**config.mk**
```make
export PLATFORM = sky130hd
export DESIGN_NAME = kd_leaf_node_flat
export DESIGN_NICKNAME = d
export VERILOG_FILES = /design/src/rtl/kd_tree_pkg.sv /design/src/rtl/kd_leaf_node_if.sv /design/src/rtl/kd_leaf_node.sv /design/src/flat_wrapper.sv
export SDC_FILE = /design/constraint.sdc
export NUM_CORES = 1
export LEC_CHECK = 0
export ABC_CLOCK_PERIOD_IN_PS = 1780
export CORE_MARGIN = 2
export CORE_UTILIZATION = 46
export DETAILED_ROUTE_END_ITERATION = 10
export GPL_ROUTABILITY_DRIVEN = 0
export GPL_TIMING_DRIVEN = 0
export HOLD_SLACK_MARGIN = 0.12
export PLACE_DENSITY = 0.82
export SYNTH_ARGS = -nofsm -noshare
export SYNTH_HDL_FRONTEND = slang
export SYNTH_SLANG_ARGS = --single-unit
```
**constraint.sdc**
```tcl
create_clock -name clk -period 1.78 [get_ports clk]
set_input_delay 0.356 -clock clk [delete_from_list [all_inputs] [get_ports clk]]
set_output_delay 0.356 -clock clk [all_outputs]
set_load 0.005 [all_outputs]
```
**src/rtl/kd_tree_pkg.sv**
```systemverilog
// Shared kd-tree link definitions: bus widths, command codes, axis encodings
// and the node FSM state type. Imported by every node and the host controller.
package kd_tree_pkg;

    localparam int COMMAND_SIZE = 5;
    localparam int DATA_SIZE    = 24;

    localparam logic [COMMAND_SIZE-1:0] CMD_NOP                      = 5'h00;
    localparam logic [COMMAND_SIZE-1:0] CMD_CENTER_FILL              = 5'h01;
    localparam logic [COMMAND_SIZE-1:0] CMD_CONFIGURE_SORT_AXIS      = 5'h02;
    localparam logic [COMMAND_SIZE-1:0] CMD_RECIEVE_CENTER           = 5'h03;
    localparam logic [COMMAND_SIZE-1:0] CMD_SWITCH_WITH_LEFT         = 5'h04;
    localparam logic [COMMAND_SIZE-1:0] CMD_CENTER_FILL_DONE         = 5'h05;
    localparam logic [COMMAND_SIZE-1:0] CMD_CONFIGURE_SORT_AXIS_DONE = 5'h07;
    localparam logic [COMMAND_SIZE-1:0] CMD_BUSY                     = 5'h08;
    localparam logic [COMMAND_SIZE-1:0] CMD_START_SORTING            = 5'h09;
    localparam logic [COMMAND_SIZE-1:0] CMD_DNE                      = 5'h10;
    localparam logic [COMMAND_SIZE-1:0] CMD_RST_DONE                 = 5'h1e;
    localparam logic [COMMAND_SIZE-1:0] CMD_RST                      = 5'h1f;

    localparam logic [1:0] AXIS_R = 2'd0;
    localparam logic [1:0] AXIS_G = 2'd1;
    localparam logic [1:0] AXIS_B = 2'd2;

    typedef enum logic [1:0] {
        ST_IDLE = 2'd0,
        ST_BUSY = 2'd1,
        ST_DONE = 2'd2
    } node_state_t;

    // Encoding 3 is reserved: a configure request carrying it keeps the old axis.
    function automatic logic [1:0] next_axis(input logic [1:0] requested,
                                             input logic [1:0] current);
        logic [1:0] result;
        if (requested == 2'd3) begin
            result = current;
        end else begin
            result = requested;
        end
        return result;
    endfunction

    function automatic logic [DATA_SIZE-1:0] axis_word(input logic [1:0] axis);
        return {22'b0, axis};
    endfunction

endpackage

```
**src/rtl/kd_leaf_node_if.sv**
```systemverilog
// Command/data link between a kd-tree node and its parent (from_top downward,
// to_top upward).
interface kd_leaf_node_if;
    import kd_tree_pkg::*;

    logic [COMMAND_SIZE-1:0] command_from_top;
    logic [DATA_SIZE-1:0]    data_from_top;
    logic [COMMAND_SIZE-1:0] command_to_top;
    logic [DATA_SIZE-1:0]    data_to_top;

    modport master (
        output command_from_top,
        output data_from_top,
        input  command_to_top,
        input  data_to_top
    );

    modport slave (
        input  command_from_top,
        input  data_from_top,
        output command_to_top,
        output data_to_top
    );

endinterface

```
**src/rtl/kd_leaf_node.sv**
```systemverilog
// Terminal kd-tree responder: holds one RGB center and answers fill, axis,
// swap and sort commands with registered responses on the to_top channel.
module kd_leaf_node
    import kd_tree_pkg::*;
#(
    parameter int SORT_LATENCY = 4
) (
    input  logic            clk,
    input  logic            reset,
    kd_leaf_node_if.slave   bus
);

    localparam logic [3:0] BUSY_INIT = 4'(SORT_LATENCY - 1);

    logic [DATA_SIZE-1:0]    center_r;
    logic                    center_valid_r;
    logic [1:0]              axis_r;
    logic [3:0]              busy_cnt_r;
    node_state_t             state_r;
    logic [COMMAND_SIZE-1:0] cmd_out_r;
    logic [DATA_SIZE-1:0]    data_out_r;

    logic [COMMAND_SIZE-1:0] cmd_in_s;
    logic [DATA_SIZE-1:0]    data_in_s;
    logic [1:0]              axis_new_s;

    assign cmd_in_s   = bus.command_from_top;
    assign data_in_s  = bus.data_from_top;
    assign axis_new_s = next_axis(data_in_s[1:0], axis_r);

    assign bus.command_to_top = cmd_out_r;
    assign bus.data_to_top    = data_out_r;

    // Node FSM, center/axis storage, sort counter and registered responses.
    always_ff @(posedge clk or negedge reset) begin
        if (!reset) begin
            center_r       <= 24'h000000;
            center_valid_r <= 1'b0;
            axis_r         <= AXIS_R;
            busy_cnt_r     <= 4'd0;
            state_r        <= ST_IDLE;
            cmd_out_r      <= CMD_NOP;
            data_out_r     <= 24'h000000;
        end else begin
            case (state_r)
                ST_BUSY: begin
                    if (cmd_in_s == CMD_RST) begin
                        center_r       <= 24'h000000;
                        center_valid_r <= 1'b0;
                        axis_r         <= AXIS_R;
                        busy_cnt_r     <= 4'd0;
                        state_r        <= ST_IDLE;
                        cmd_out_r      <= CMD_RST_DONE;
                        data_out_r     <= 24'h000000;
                    end else if (busy_cnt_r != 4'd0) begin
                        busy_cnt_r <= busy_cnt_r - 4'd1;
                        cmd_out_r  <= CMD_BUSY;
                        data_out_r <= center_r;
                    end else begin
                        state_r    <= ST_DONE;
                        cmd_out_r  <= CMD_DNE;
                        data_out_r <= center_r;
                    end
                end

                // IDLE and DONE share command handling; only nop differs.
                ST_IDLE, ST_DONE: begin
                    case (cmd_in_s)
                        CMD_RST: begin
                            center_r       <= 24'h000000;
                            center_valid_r <= 1'b0;
                            axis_r         <= AXIS_R;
                            busy_cnt_r     <= 4'd0;
                            state_r        <= ST_IDLE;
                            cmd_out_r      <= CMD_RST_DONE;
                            data_out_r     <= 24'h000000;
                        end
                        CMD_CENTER_FILL: begin
                            state_r <= ST_IDLE;
                            if (!center_valid_r) begin
                                center_r       <= data_in_s;
                                center_valid_r <= 1'b1;
                                cmd_out_r      <= CMD_RECIEVE_CENTER;
                                data_out_r     <= data_in_s;
                            end else begin
                                cmd_out_r  <= CMD_CENTER_FILL_DONE;
                                data_out_r <= center_r;
                            end
                        end
                        CMD_CONFIGURE_SORT_AXIS: begin
                            state_r    <= ST_IDLE;
                            axis_r     <= axis_new_s;
                            cmd_out_r  <= CMD_CONFIGURE_SORT_AXIS_DONE;
                            data_out_r <= axis_word(axis_new_s);
                        end
                        CMD_SWITCH_WITH_LEFT: begin
                            state_r        <= ST_IDLE;
                            center_r       <= data_in_s;
                            center_valid_r <= 1'b1;
                            cmd_out_r      <= CMD_SWITCH_WITH_LEFT;
                            data_out_r     <= center_r;
                        end
                        CMD_START_SORTING: begin
                            if (center_valid_r) begin
                                state_r    <= ST_BUSY;
                                busy_cnt_r <= BUSY_INIT;
                                cmd_out_r  <= CMD_BUSY;
                                data_out_r <= center_r;
                            end else begin
                                state_r    <= ST_DONE;
                                cmd_out_r  <= CMD_DNE;
                                data_out_r <= 24'h000000;
                            end
                        end
                        default: begin
                            // nop and any undefined code
                            data_out_r <= center_r;
                            if (state_r == ST_DONE) begin
                                cmd_out_r <= CMD_DNE;
                            end else begin
                                cmd_out_r <= CMD_NOP;
                            end
                        end
                    endcase
                end

                default: begin
                    state_r    <= ST_IDLE;
                    busy_cnt_r <= 4'd0;
                    cmd_out_r  <= CMD_NOP;
                    data_out_r <= center_r;
                end
            endcase
        end
    end

endmodule

```
**src/flat_wrapper.sv**
```systemverilog
// flat-port wrapper written by rule: the top's interface ports become plain ports
module kd_leaf_node_flat import kd_tree_pkg::*;
#(
    parameter int SORT_LATENCY = 4
)
  (clk, reset, bus_command_from_top, bus_data_from_top, bus_command_to_top, bus_data_to_top);
  kd_leaf_node_if bus_i ();
  input  logic clk;
  input  logic reset;
  input wire logic [$bits(bus_i.command_from_top)-1:0] bus_command_from_top;
  input wire logic [$bits(bus_i.data_from_top)-1:0] bus_data_from_top;
  output wire logic [$bits(bus_i.command_to_top)-1:0] bus_command_to_top;
  output wire logic [$bits(bus_i.data_to_top)-1:0] bus_data_to_top;
  assign bus_i.command_from_top = bus_command_from_top;
  assign bus_i.data_from_top = bus_data_from_top;
  assign bus_command_to_top = bus_i.command_to_top;
  assign bus_data_to_top = bus_i.data_to_top;
  kd_leaf_node #(.SORT_LATENCY(SORT_LATENCY)) u_core (.clk(clk), .reset(reset), .bus(bus_i));
endmodule
```
==> flow_summary_export.csv <==
group,metric,value,unit
run_status,status,"finished with violations",
run_status,failed_checks,"setup timing",
clock_tree,path_clk_slew,0.08,ns
drt,drt.antenna.violating_nets,0,
synth,yosysWarningCount,0,
sta,timing_hold_violations_final,0,
sta,setup_viol,20,
critical_path,worst_path_bufs_invs,5,
critical_path,critical_path_peak_fanout,10,
grt,grt.overflow.total,0,
die,total_die_area,0.00700,mm2
synth,post_synth_instance_area,0.00292,mm2
die,coreArea,0.00624,mm2
sta,max_slew_margin_vs_limit,47.5,%
grt,grt_util_met2,38.7,%
run,cap_violations,0,
grt,grt_use_met3,5.24,%
grt,grt_util_met1,31.0,%
synth,async_flop_share,100,%
pwr,internal_power_contribution,2960,uW
critical_path,endpoint_kind,"flip-flop",
clock_tree,worst_skew_pair.late_latency,0.35,ns
drt,route.final.wire_length,8590,um
pwr,power.density,965,mW/mm2
drt,drtIter0Drc,283,
die,initial_utilization,46.8,%
synth,synthCells,275,
pwr,comb_power_share,22.3,%
pwr,netSwitchingPower,1190,uW
sta,timing.clock.skew,0.0103,ns
clock_tree,cts_buffers,9,
layout,drive_gt1_share,24.7,%
synth,synth_area_leaders,"sky130_fd_sc_hd__dfrtp_1 (53%), sky130_fd_sc_hd__a22o_1 (6.6%), sky130_fd_sc_hd__a22oi_1 (6.2%)",
die,die_height,83.7,um
layout,fin_util,68.9,%
pwr,leakage,0.00185,uW
synth,yosysTopAreaCellShare,53.2,%
synth,ys_ff_latch,62,
place,place.port_buffers,57,
synth,netlist-cell-type-count,42,
sta,max_clock_freq,542,MHz
clock_tree,clock_tree.buffer_depth,2,
grt,antenna_found_initial,0,
clock_tree,cts_root_buffer,"sky130_fd_sc_hd__clkbuf_8",
critical_path,timing.critical_path.cells,"buf_8 -> or4b_4 -> buf_6 -> buf_4 -> nor2_1 -> nor4_2 -> buf_4 -> clkbuf_2 -> o21ai_1",
pwr,clock_power_share,34.2,%
layout,antenna_cells_inserted,0,
synth,syn_area_per_cell,10.6,um2
critical_path,critPathLaunchType,"primary input",
synth,synth_edf_count,0,
layout,layout.nets,405,
critical_path,arrival,2.11,ns
synth,post_syn_nets,308,
critical_path,crit_required,2.04,ns
drt,drc,0,
sta,final.period_utilization,104,%
clock_tree,cts_htree_levels,3,
clock_tree,cts.sinks,62,
drt,post_drt_wl_per_cell,18.9,um
die,boundary_pin_count,60,
clock_tree,cts_tree,"yes",
place,dpl-instance-area,0.00363,mm2
grt,groute.usage.overall,23.9,%
grt,global_route.peak_usage_layer,"met2",
critical_path,critPathKind,"in2reg",
pwr,power_switching_share,28.6,%
critical_path,timing.critical_path.slowest_stage_cell,"sky130_fd_sc_hd__or4b_4",
die,site_rows,29,
synth,synth.yosys.seq_area_share,53.2,%
layout,final_common_cell,"sky130_fd_sc_hd__dfrtp_1",
synth,post-synth-top-area-cell,"sky130_fd_sc_hd__dfrtp_1",
critical_path,slowest_delay,0.51,ns
die,die_w,83.7,um
drt,drt-pass1-iter-count,5,
place,hpwl,4920,um
layout,area_growth,47.3,%
pwr,sequentialPowerShare,43.5,%
drt,number_of_vias_after_detailed_routing,2815,
grt,grt_max_degree,34,
drt,route.detailed.vias_per_inst,6.20,
min_path,hold_class,"in2reg",
layout,commonest_cells_after_routing_fill_and_taps_aside,"sky130_fd_sc_hd__dfrtp_1 (59), sky130_fd_sc_hd__clkdlybuf4s50_1 (53), sky130_fd_sc_hd__buf_4 (29)",
grt,wire_length_of_the_first_global_routing_pass,13400,um
layout,final_cell_area,0.00430,mm2
sta,max_slew.worst_pin.slew,0.788,ns
sta,final_critical_path_setup_slack,-0.0665,ns
sta,unrepaired_setup_endpoints_after_global_routing,"yes",
synth,dominant_register_cell_in_the_synthesized_netlist,"sky130_fd_sc_hd__dfrtp_1",
critical_path,worst_path_most_repeated_cell,"sky130_fd_sc_hd__buf_4",
grt,first_global_vias,2796,
pwr,max-vdd-ir-drop,0.000636,V
sta,time_the_worst_path_needs_with_i_o_delays_and_setup,1.85,ns
critical_path,cp_top_family,"simple AND/OR/NAND/NOR gates",
sta,final_count_of_pins_violating_max_slew,0,
-- synth_stat cells (3+ instances only) --
library cell	number
sky130_fd_sc_hd__o31ai_1	3
sky130_fd_sc_hd__inv_1	4
sky130_fd_sc_hd__o21ai_1	22
sky130_fd_sc_hd__nand2_1	29
sky130_fd_sc_hd__clkbuf_1	15
sky130_fd_sc_hd__buf_2	6
sky130_fd_sc_hd__nor2b_1	3
sky130_fd_sc_hd__or3_1	3
sky130_fd_sc_hd__a31oi_1	4
sky130_fd_sc_hd__a21oi_1	4
sky130_fd_sc_hd__dfrtp_1	62
sky130_fd_sc_hd__nor4_1	4
sky130_fd_sc_hd__mux2i_1	4
sky130_fd_sc_hd__nand2b_1	3
sky130_fd_sc_hd__nand3_1	5
sky130_fd_sc_hd__nor3_1	6
sky130_fd_sc_hd__o2bb2ai_1	5
sky130_fd_sc_hd__a22oi_1	24
sky130_fd_sc_hd__a21o_1	6
sky130_fd_sc_hd__o21ai_0	7
sky130_fd_sc_hd__nor2_1	3
sky130_fd_sc_hd__a22o_1	22
-- cell type report --
cell class	instances	area, um2
Clock buffer	9	124
Buffer	20	190
Timing Repair Buffer	88	836
Multi-Input combinational cell	187	1390
Sequential cell	62	1560
Clock inverter	7	97.6
Tap cell	77	96.3
Inverter	4	15.0
Fill cell	439	1940
-- cells by family (layout without fill, tap and decap cells) --
logic type / after synthesis / count (layout) / synth area share, %
xor gates and xnor gates: 1 / 1 / 0.300
muxes: 6 / 6 / 2.14
DFF: 62 / 62 / 53.2
buffers and inverters: 26 / 128 / 3.86
and+or+nand+nor: 66 / 66 / 11.8
AOI/OAI and AO/OA: 112 / 112 / 27.9
adders and majority gates: 2 / 2 / 0.857
-- power by group through the flow --
stage	Combinational [uW]	Sequential (uW)	Clock [uW]
after floorplan	386	1780	0
after global placement	738	1780	0
after detailed placement	766	1790	0
after CTS	817	1790	1420
after global routing	989	1830	1490
final	923	1810	1420
-- sequential cells by signal (all words and copies together), names as in the netlist --
signal and count:
u_core.bus.command_to_top 5, u_core.axis_r 2, u_core.center_r 24, u_core.center_valid_r 1, u_core.bus.data_to_top 24, u_core.state_r 2, u_core.busy_cnt_r 4
-- metal layers --
| metal | up-vias | wire length (um) |
|---|---|---|
| met1 | 1389 | 3380 |
| met3 | 28 | 669 |
| met5 | - | 0 |
| met2 | 168 | 4290 |
| met4 | 0 | 255 |
| li1 | 1230 | - |
-- worst reg2reg max path, stage by stage, from the launching register on --
cell and delay (ns):
sky130_fd_sc_hd__dfrtp_2 0.45, sky130_fd_sc_hd__or3_4 0.42, sky130_fd_sc_hd__nor4_4 0.33, sky130_fd_sc_hd__buf_6 0.19
sky130_fd_sc_hd__buf_6 0.13, sky130_fd_sc_hd__a22oi_1 0.08, sky130_fd_sc_hd__o21ai_1 0.12
-- what timing repair did --
item,CTS,global route
resized for setup,55,20
endpoints found under the hold margin,32,0
setup buffers,16,11
setup endpoints to repair,59,50
hold buffers,1,0
pin swaps,9,5
cloned,1,1
-- through the flow --
stage,std cells,TNS (ns),total power [uW],setup WS (ns),hold WS [ns]
after detailed placement,410,-54.37,2560,-1.15,0.472
after global placement,409,-153.38,2520,-1.64,0.465
after global routing,454,-2.55,4310,-0.130,0.357
after CTS,443,-0.136,4030,-0.0982,0.331
final,454,-0.588,4150,-0.0665,0.338
after floorplan,275,-8.96,2160,-0.391,0.0604
-- final timing paths --
kind | start | end | slack (ns) | cells past startpoint
max reg2reg | u_core.state_r[0]$_DFFE_PN0P_ | u_core.bus.data_to_top[3]$_DFF_PN0_ | -0.03 | 6
min | bus_command_from_top[0] | u_core.bus.command_to_top[4]$_DFF_PN0_ | 0.34 | 3
max in group asynchronous | reset | u_core.center_valid_r$_DFFE_PN0P_ | 0.52 | 3
min reg2reg | u_core.axis_r[1]$_DFFE_PN0P_ | u_core.axis_r[1]$_DFFE_PN0P_ | 0.49 | 1
min in group asynchronous | reset | u_core.center_r[12]$_DFFE_PN0P_ | 0.62 | 2
max | bus_command_from_top[2] | u_core.bus.data_to_top[7]$_DFF_PN0_ | -0.07 | 9
Power figures use the tool's default switching activity.
